### config.mk
export PLATFORM = sky130hd
export DESIGN_NAME = bias_stream_gen
export DESIGN_NICKNAME = d
export VERILOG_FILES = /design/src/rtl/bias_stream_gen_pkg.sv /design/src/rtl/bias_stream_gen_rom.sv /design/src/rtl/bias_stream_gen.sv
export SDC_FILE = /design/constraint.sdc
export NUM_CORES = 1
export LEC_CHECK = 0
export ABC_AREA = 1
export BUFFER_PORTS_ARGS = -buffer_cell sky130_fd_sc_hd__buf_2
export CORE_ASPECT_RATIO = 0.75
export CORE_MARGIN = 10
export CORE_UTILIZATION = 42
export CTS_CLUSTER_SIZE = 40
export DETAILED_ROUTE_END_ITERATION = 6
export GPL_ROUTABILITY_DRIVEN = 0
export PLACE_DENSITY_LB_ADDON = 0.08
export SYNTH_ARGS = -nofsm -noshare
export SYNTH_HDL_FRONTEND = slang
export SYNTH_SLANG_ARGS = --single-unit
export TNS_END_PERCENT = 5
### constraint.sdc
create_clock -name ap_clk -period 2.91 [get_ports ap_clk]
set_input_delay 0.582 -clock ap_clk [delete_from_list [all_inputs] [get_ports ap_clk]]
set_output_delay 0.582 -clock ap_clk [all_outputs]
set_load 0.02 [all_outputs]
### src/rtl/bias_stream_gen_pkg.sv
// Shared definitions for the bias coefficient streamer: widths, per-layer channel counts,
// replay-order and FSM encodings, and a width helper.
package bias_stream_gen_pkg;

  localparam int COEFF_WIDTH    = 16;
  localparam int KERN_S_K_CONV1 = 32;

  typedef enum logic [0:0] {
    ORDER_FRAME   = 1'b0,
    ORDER_CHANNEL = 1'b1
  } order_e;

  typedef enum logic [1:0] {
    ST_IDLE = 2'd0,
    ST_RUN  = 2'd1,
    ST_DONE = 2'd2
  } state_e;

  // Counter width that never collapses to zero bits for tiny ranges.
  function automatic int clog2_min1(input int v);
    return (v <= 2) ? 1 : $clog2(v);
  endfunction

endpackage

### src/rtl/bias_stream_gen_rom.sv
// Coefficient ROM with a one-cycle registered read. Contents arrive as a packed
// parameter with word 0 in the least significant bits.
module bias_stream_gen_rom
  import bias_stream_gen_pkg::*;
#(
  parameter int                             MEM_SIZE   = KERN_S_K_CONV1,
  parameter int                             DATA_WIDTH = COEFF_WIDTH,
  parameter logic [MEM_SIZE*DATA_WIDTH-1:0] INIT_DATA  = '0
) (
  input  logic                              clk,
  input  logic                              ce,
  input  logic [clog2_min1(MEM_SIZE)-1:0]   addr,
  output logic [DATA_WIDTH-1:0]             q
);

  localparam int ADDR_W = clog2_min1(MEM_SIZE);

  function automatic logic [DATA_WIDTH-1:0] rom_word(input logic [ADDR_W-1:0] a);
    logic [DATA_WIDTH-1:0] w;
    w = '0;
    for (int i = 0; i < MEM_SIZE; i++) begin
      if (a == ADDR_W'(i)) w = INIT_DATA[i*DATA_WIDTH +: DATA_WIDTH];
    end
    return w;
  endfunction

  always_ff @(posedge clk) begin
    if (ce) q <= rom_word(addr);
  end

endmodule

### src/rtl/bias_stream_gen.sv
// Streams N_CH bias words, replayed N_REPEAT times, from the ROM onto an ap_fifo output,
// with start/idle/done handshake and a 2-entry skid buffer covering the ROM latency.
module bias_stream_gen
  import bias_stream_gen_pkg::*;
#(
  parameter int                       DATA_W    = COEFF_WIDTH,
  parameter int                       N_CH      = KERN_S_K_CONV1,
  parameter int                       N_REPEAT  = 1,
  parameter int                       ORDER     = 0,
  parameter logic [N_CH*DATA_W-1:0]   INIT_DATA = '0
) (
  input  logic              ap_clk,
  input  logic              ap_rst,
  input  logic              ap_start,
  output logic              ap_idle,
  output logic              ap_done,
  output logic [DATA_W-1:0] output_V_din,
  input  logic              output_V_full_n,
  output logic              output_V_write
);

  localparam int TOTAL = N_CH * N_REPEAT;
  localparam int CH_W  = clog2_min1(N_CH);
  localparam int REP_W = clog2_min1(N_REPEAT + 1);
  localparam int CNT_W = clog2_min1(TOTAL + 1);

  localparam logic [CH_W-1:0]  CH_LAST   = CH_W'(N_CH - 1);
  localparam logic [REP_W-1:0] REP_LAST  = REP_W'(N_REPEAT - 1);
  localparam logic [CNT_W-1:0] CNT_LAST  = CNT_W'(TOTAL - 1);
  localparam logic [CNT_W-1:0] CNT_TOTAL = CNT_W'(TOTAL);

  state_e            state_q;
  logic [CH_W-1:0]   ch_cnt_q, ch_cnt_d;
  logic [REP_W-1:0]  rep_cnt_q, rep_cnt_d;
  logic [CNT_W-1:0]  iss_cnt_q, wr_cnt_q;
  logic              rom_vld_q;
  logic [1:0]        fifo_cnt_q;
  logic              wr_ptr_q, rd_ptr_q;
  logic [DATA_W-1:0] fifo_mem_q [2];
  logic              ap_idle_q, ap_done_q;

  logic [DATA_W-1:0] rom_q;
  logic              issue, push, pop, last_wr;
  logic [2:0]        occ;

  // Issue control: occupancy counts the word in the ROM register and excludes the one leaving now.
  assign pop     = (fifo_cnt_q != 2'd0) & output_V_full_n;
  assign push    = rom_vld_q;
  assign occ     = 3'(fifo_cnt_q) + 3'(rom_vld_q) - 3'(pop);
  assign issue   = (state_q == ST_RUN) && (iss_cnt_q != CNT_TOTAL) && (occ < 3'd2);
  assign last_wr = pop && (wr_cnt_q == CNT_LAST);

  // The final issue leaves the counters parked on a valid address.
  always_comb begin
    ch_cnt_d  = ch_cnt_q;
    rep_cnt_d = rep_cnt_q;
    if (issue && (iss_cnt_q != CNT_LAST)) begin
      if (ORDER == int'(ORDER_CHANNEL)) begin
        if (rep_cnt_q == REP_LAST) begin
          rep_cnt_d = '0;
          ch_cnt_d  = ch_cnt_q + 1'b1;
        end else begin
          rep_cnt_d = rep_cnt_q + 1'b1;
        end
      end else begin
        if (ch_cnt_q == CH_LAST) begin
          ch_cnt_d  = '0;
          rep_cnt_d = rep_cnt_q + 1'b1;
        end else begin
          ch_cnt_d = ch_cnt_q + 1'b1;
        end
      end
    end
  end

  bias_stream_gen_rom #(
    .MEM_SIZE   (N_CH),
    .DATA_WIDTH (DATA_W),
    .INIT_DATA  (INIT_DATA)
  ) u_rom (
    .clk  (ap_clk),
    .ce   (issue),
    .addr (ch_cnt_q),
    .q    (rom_q)
  );

  always_ff @(posedge ap_clk or posedge ap_rst) begin
    if (ap_rst) begin
      state_q    <= ST_IDLE;
      ch_cnt_q   <= '0;
      rep_cnt_q  <= '0;
      iss_cnt_q  <= '0;
      wr_cnt_q   <= '0;
      rom_vld_q  <= 1'b0;
      fifo_cnt_q <= 2'd0;
      wr_ptr_q   <= 1'b0;
      rd_ptr_q   <= 1'b0;
      ap_idle_q  <= 1'b1;
      ap_done_q  <= 1'b0;
    end else begin
      rom_vld_q <= issue;
      if (push && !pop)      fifo_cnt_q <= fifo_cnt_q + 2'd1;
      else if (pop && !push) fifo_cnt_q <= fifo_cnt_q - 2'd1;
      if (push) wr_ptr_q <= ~wr_ptr_q;
      if (pop)  rd_ptr_q <= ~rd_ptr_q;
      ap_done_q <= 1'b0;
      case (state_q)
        ST_IDLE: begin
          if (ap_start) begin
            state_q   <= ST_RUN;
            ap_idle_q <= 1'b0;
            ch_cnt_q  <= '0;
            rep_cnt_q <= '0;
            iss_cnt_q <= '0;
            wr_cnt_q  <= '0;
          end
        end
        ST_RUN: begin
          ch_cnt_q  <= ch_cnt_d;
          rep_cnt_q <= rep_cnt_d;
          if (issue) iss_cnt_q <= iss_cnt_q + 1'b1;
          if (pop)   wr_cnt_q  <= wr_cnt_q + 1'b1;
          if (last_wr) begin
            state_q   <= ST_DONE;
            ap_done_q <= 1'b1;
          end
        end
        ST_DONE: begin
          state_q   <= ST_IDLE;
          ap_idle_q <= 1'b1;
        end
        default: begin
          state_q   <= ST_IDLE;
          ap_idle_q <= 1'b1;
        end
      endcase
    end
  end

  // Skid storage holds data only; emptiness is tracked by the reset control above.
  always_ff @(posedge ap_clk) begin
    if (push) fifo_mem_q[wr_ptr_q] <= rom_q;
  end

  assign output_V_write = pop;
  assign output_V_din   = (fifo_cnt_q != 2'd0) ? fifo_mem_q[rd_ptr_q] : '0;
  assign ap_idle        = ap_idle_q;
  assign ap_done        = ap_done_q;

endmodule

==> impl_metrics.yaml <==
clocking:
  cts_resized: 0
  clk_latency_ps: 260
  ctsHtreeMaxLevel: 1
  clock-root-buffer: "clkbuf_8"
  path_clk_slew_ps: 70
  cts_tree: "done"
  numCtsBuffers: 3
  clockBufferDepth: 2
  cts_sinks: 19
  cts_setup_buffers: 0
  ctsHoldBuffers: 0
finish:
  nets: 165
  layout-drive-gt1-share_pct: 12.3
  multi_input_area_um2: 548
  area.sequential_um2: 477
  layout_commonest_cell: "nand2_1"
  final_cell_mix: "nand2_1, inv_1, dfrtp_1"
  antenna_cells: 0
  fillers: 275
  utilization_pct: 46.5
  area_growth_syn_to_layout_pct: 4.84
run_status:
  outcome: "finished clean"
critical_path:
  crit_path_frequent_cell: "nand2_1"
  endpoint_kind: "flip-flop"
  cp_max_fo: 6
  max_stage_delay_ps: 490
  crit_type: "flip-flop to flip-flop"
  start_kind: "flip-flop"
  cpLargestDelayFamily: "simple AND/OR/NAND/NOR gates"
  slowest_stage: "fa_1"
  required_ps: 3060
  path_cells: "o21ai_2, ha_1, or2_2, fa_1, nand3_1, nor2_1, nand2_1, nand2_1, nand2_2, nand2_1, nand2_1"
  worstPathArrival_ps: 2540
  critPathBufInv: 0
power:
  vdd_drop_max_uv: 457
  power_density_mw_per_mm2: 939
  p_total_mw: 1.14
  p_leak_nw: 0.685
global_routing:
  grt_usage_pct: 8.17
  grt_max_degree: 20
  first_global_vias: 785
  antenna_found_initial: 0
  globalRouteOverflowTotal: 0
  grt_pass1_wl_um: 3550
route:
  firstDrtPassIters: 6
  viasPerCell: 4.51
  wirelength_um: 2080
  wire_per_inst_um: 10.9
  vias: 856
  drc: 0
  antenna_left: 0
  drt_iter0_drc: 63
synth:
  synth_top_area_share_pct: 38.7
  yosysWarnings: 0
  synth_xor_area_share_pct: 4.52
  synth_cells: 145
  yosys-top-cells-area: "dfrtp_1, nand2_1, buf_4"
  synth-compound-area-share_pct: 4.95
  synth_cell_types: 25
  synth_simple_gate_area_share_pct: 25.4
  syn_avg_cell_area_um2: 8.02
  synthAdderAreaFrac_pct: 7.10
  synth_area_leader_cell: "dfrtp_1"
  synth_mux_area_share_pct: 0
  synth.yosys.seq_area_share_pct: 41.0
  ys_ff_latch: 19
  netlist_area_mm2: 0.00116
  synth_top_family_by_area: "simple AND/OR/NAND/NOR gates"
timing:
  whs_ps: 442
  post-route-min-period_ps: 2390
  clock_skew_ps: 1.64
  max_slew_margin_pct: 50.6
  drv_slew: 0
  min_period_over_period_pct: 82.3
  setup_violations: 0
  fmax_ghz: 0.418
  setup_ws_ps: 516
  rsz0062_at_grt: "false"
  worstMarginPinSlew_ps: 741
  hold_viol: 0
  tns_ps: 0
placed_design:
  dp_hpwl_um: 1620
  dp_slack_ps: 352
  portBuffers: 6
floorplanning:
  fp.dieW_um: 80.8
  fp-row-count: 16
  die_area_mm2: 0.00530
  start_util_pct: 44.4
  core_area_mm2: 0.00262
  io_pins: 23
  fp.dieH_um: 65.6
job:
  maxCapViolCount: 0
hold_path:
  hp-class: "primary input to asynchronous set/reset pin"
[cells in the mapped netlist, drive strengths merged]
cell,instances
o21ai,6
nand3b,2
conb,1
nor2,10
buf,16
dfrtp,18
a31oi,1
a21oi,2
xor2,3
nand4,1
inv,20
dfstp,1
nand3,14
xnor2,3
nor3,2
ha,5
nand2,37
fa,1
or2,2
[worst register-to-register path, cell delays in order, from the launching register on]
cell and delay [ps]:
dfrtp_1 440, o21ai_2 200, ha_1 290, or2_2 320
fa_1 490, nand3_1 70, nor2_1 110, nand2_1 80
nand2_1 70, nand2_2 90, nand2_1 70, nand2_1 50
[metrics by stage]
step,cells,instance area (um2)
6_report,190,1220
5_1_grt,190,1220
4_1_cts,190,1220
3_5_place_dp,186,1170
3_3_place_gp,186,1170
2_1_floorplan,160,1220
[power breakdown]
part | internal [mW] | switching (mW) | leakage (nW)
registers | 0.355 | 0.0937 | 0.240
logic | 0.195 | 0.316 | 0.422
clock network | 0.0974 | 0.0874 | 0.0228
[final timing paths]
kind	startpoint	end	slack, ps	cells past startpoint
min in group ap_clk	ap_idle	ap_idle	510	2
worst max register to register	fifo_cnt_q[1]	iss_cnt_q[4]	520	11
worst min register to register	ap_idle	ap_idle	510	2
worst max-delay path	fifo_cnt_q[1]	iss_cnt_q[4]	520	11
max in group asynchronous	ap_rst	iss_cnt_q[3]	2000	2
worst min-delay path	ap_rst	iss_cnt_q[5]	440	2
[registers in the layout, indices dropped and copies added (netlist names)]
register    flops
iss_cnt_q       6
wr_cnt_q        6
fifo_cnt_q      2
state_q         2
ap_done         1
ap_idle         1
push            1
[cell type report]
class | count | area share (%)
sequential | 19 | 39.1
inverter | 20 | 6.15
multi-input combinational | 105 | 44.9
clock buffer | 4 | 3.69
timing repair buffer | 6 | 2.46
tap | 36 | 3.69
[cell families (layout without fill, tap and decap cells)]
group | after synthesis | count (layout)
AO/OA/AOI/OAI | 9 | 9
XOR/XNOR | 6 | 6
adder cells (fa/ha/maj) | 6 | 6
buffers and inverters | 36 | 30
flip-flops | 19 | 19
other | 1 | 16
AND/OR/NAND/NOR | 68 | 68
[per-layer routing]
layer / wire length [um] / part of all wire (%) / vias to the layer above / global-route usage, %
li1: - / - / 438 / -
met1: 1080 / 52 / 385 / 12.1
met2: 745 / 36 / 30 / 10.6
met3: 241 / 12 / 3 / 3.40
met4: 10 / 0.48 / 0 / 1.29
met5: 0 / 0 / - / 0
No activity file was read; power rests on OpenSTA's default activity.
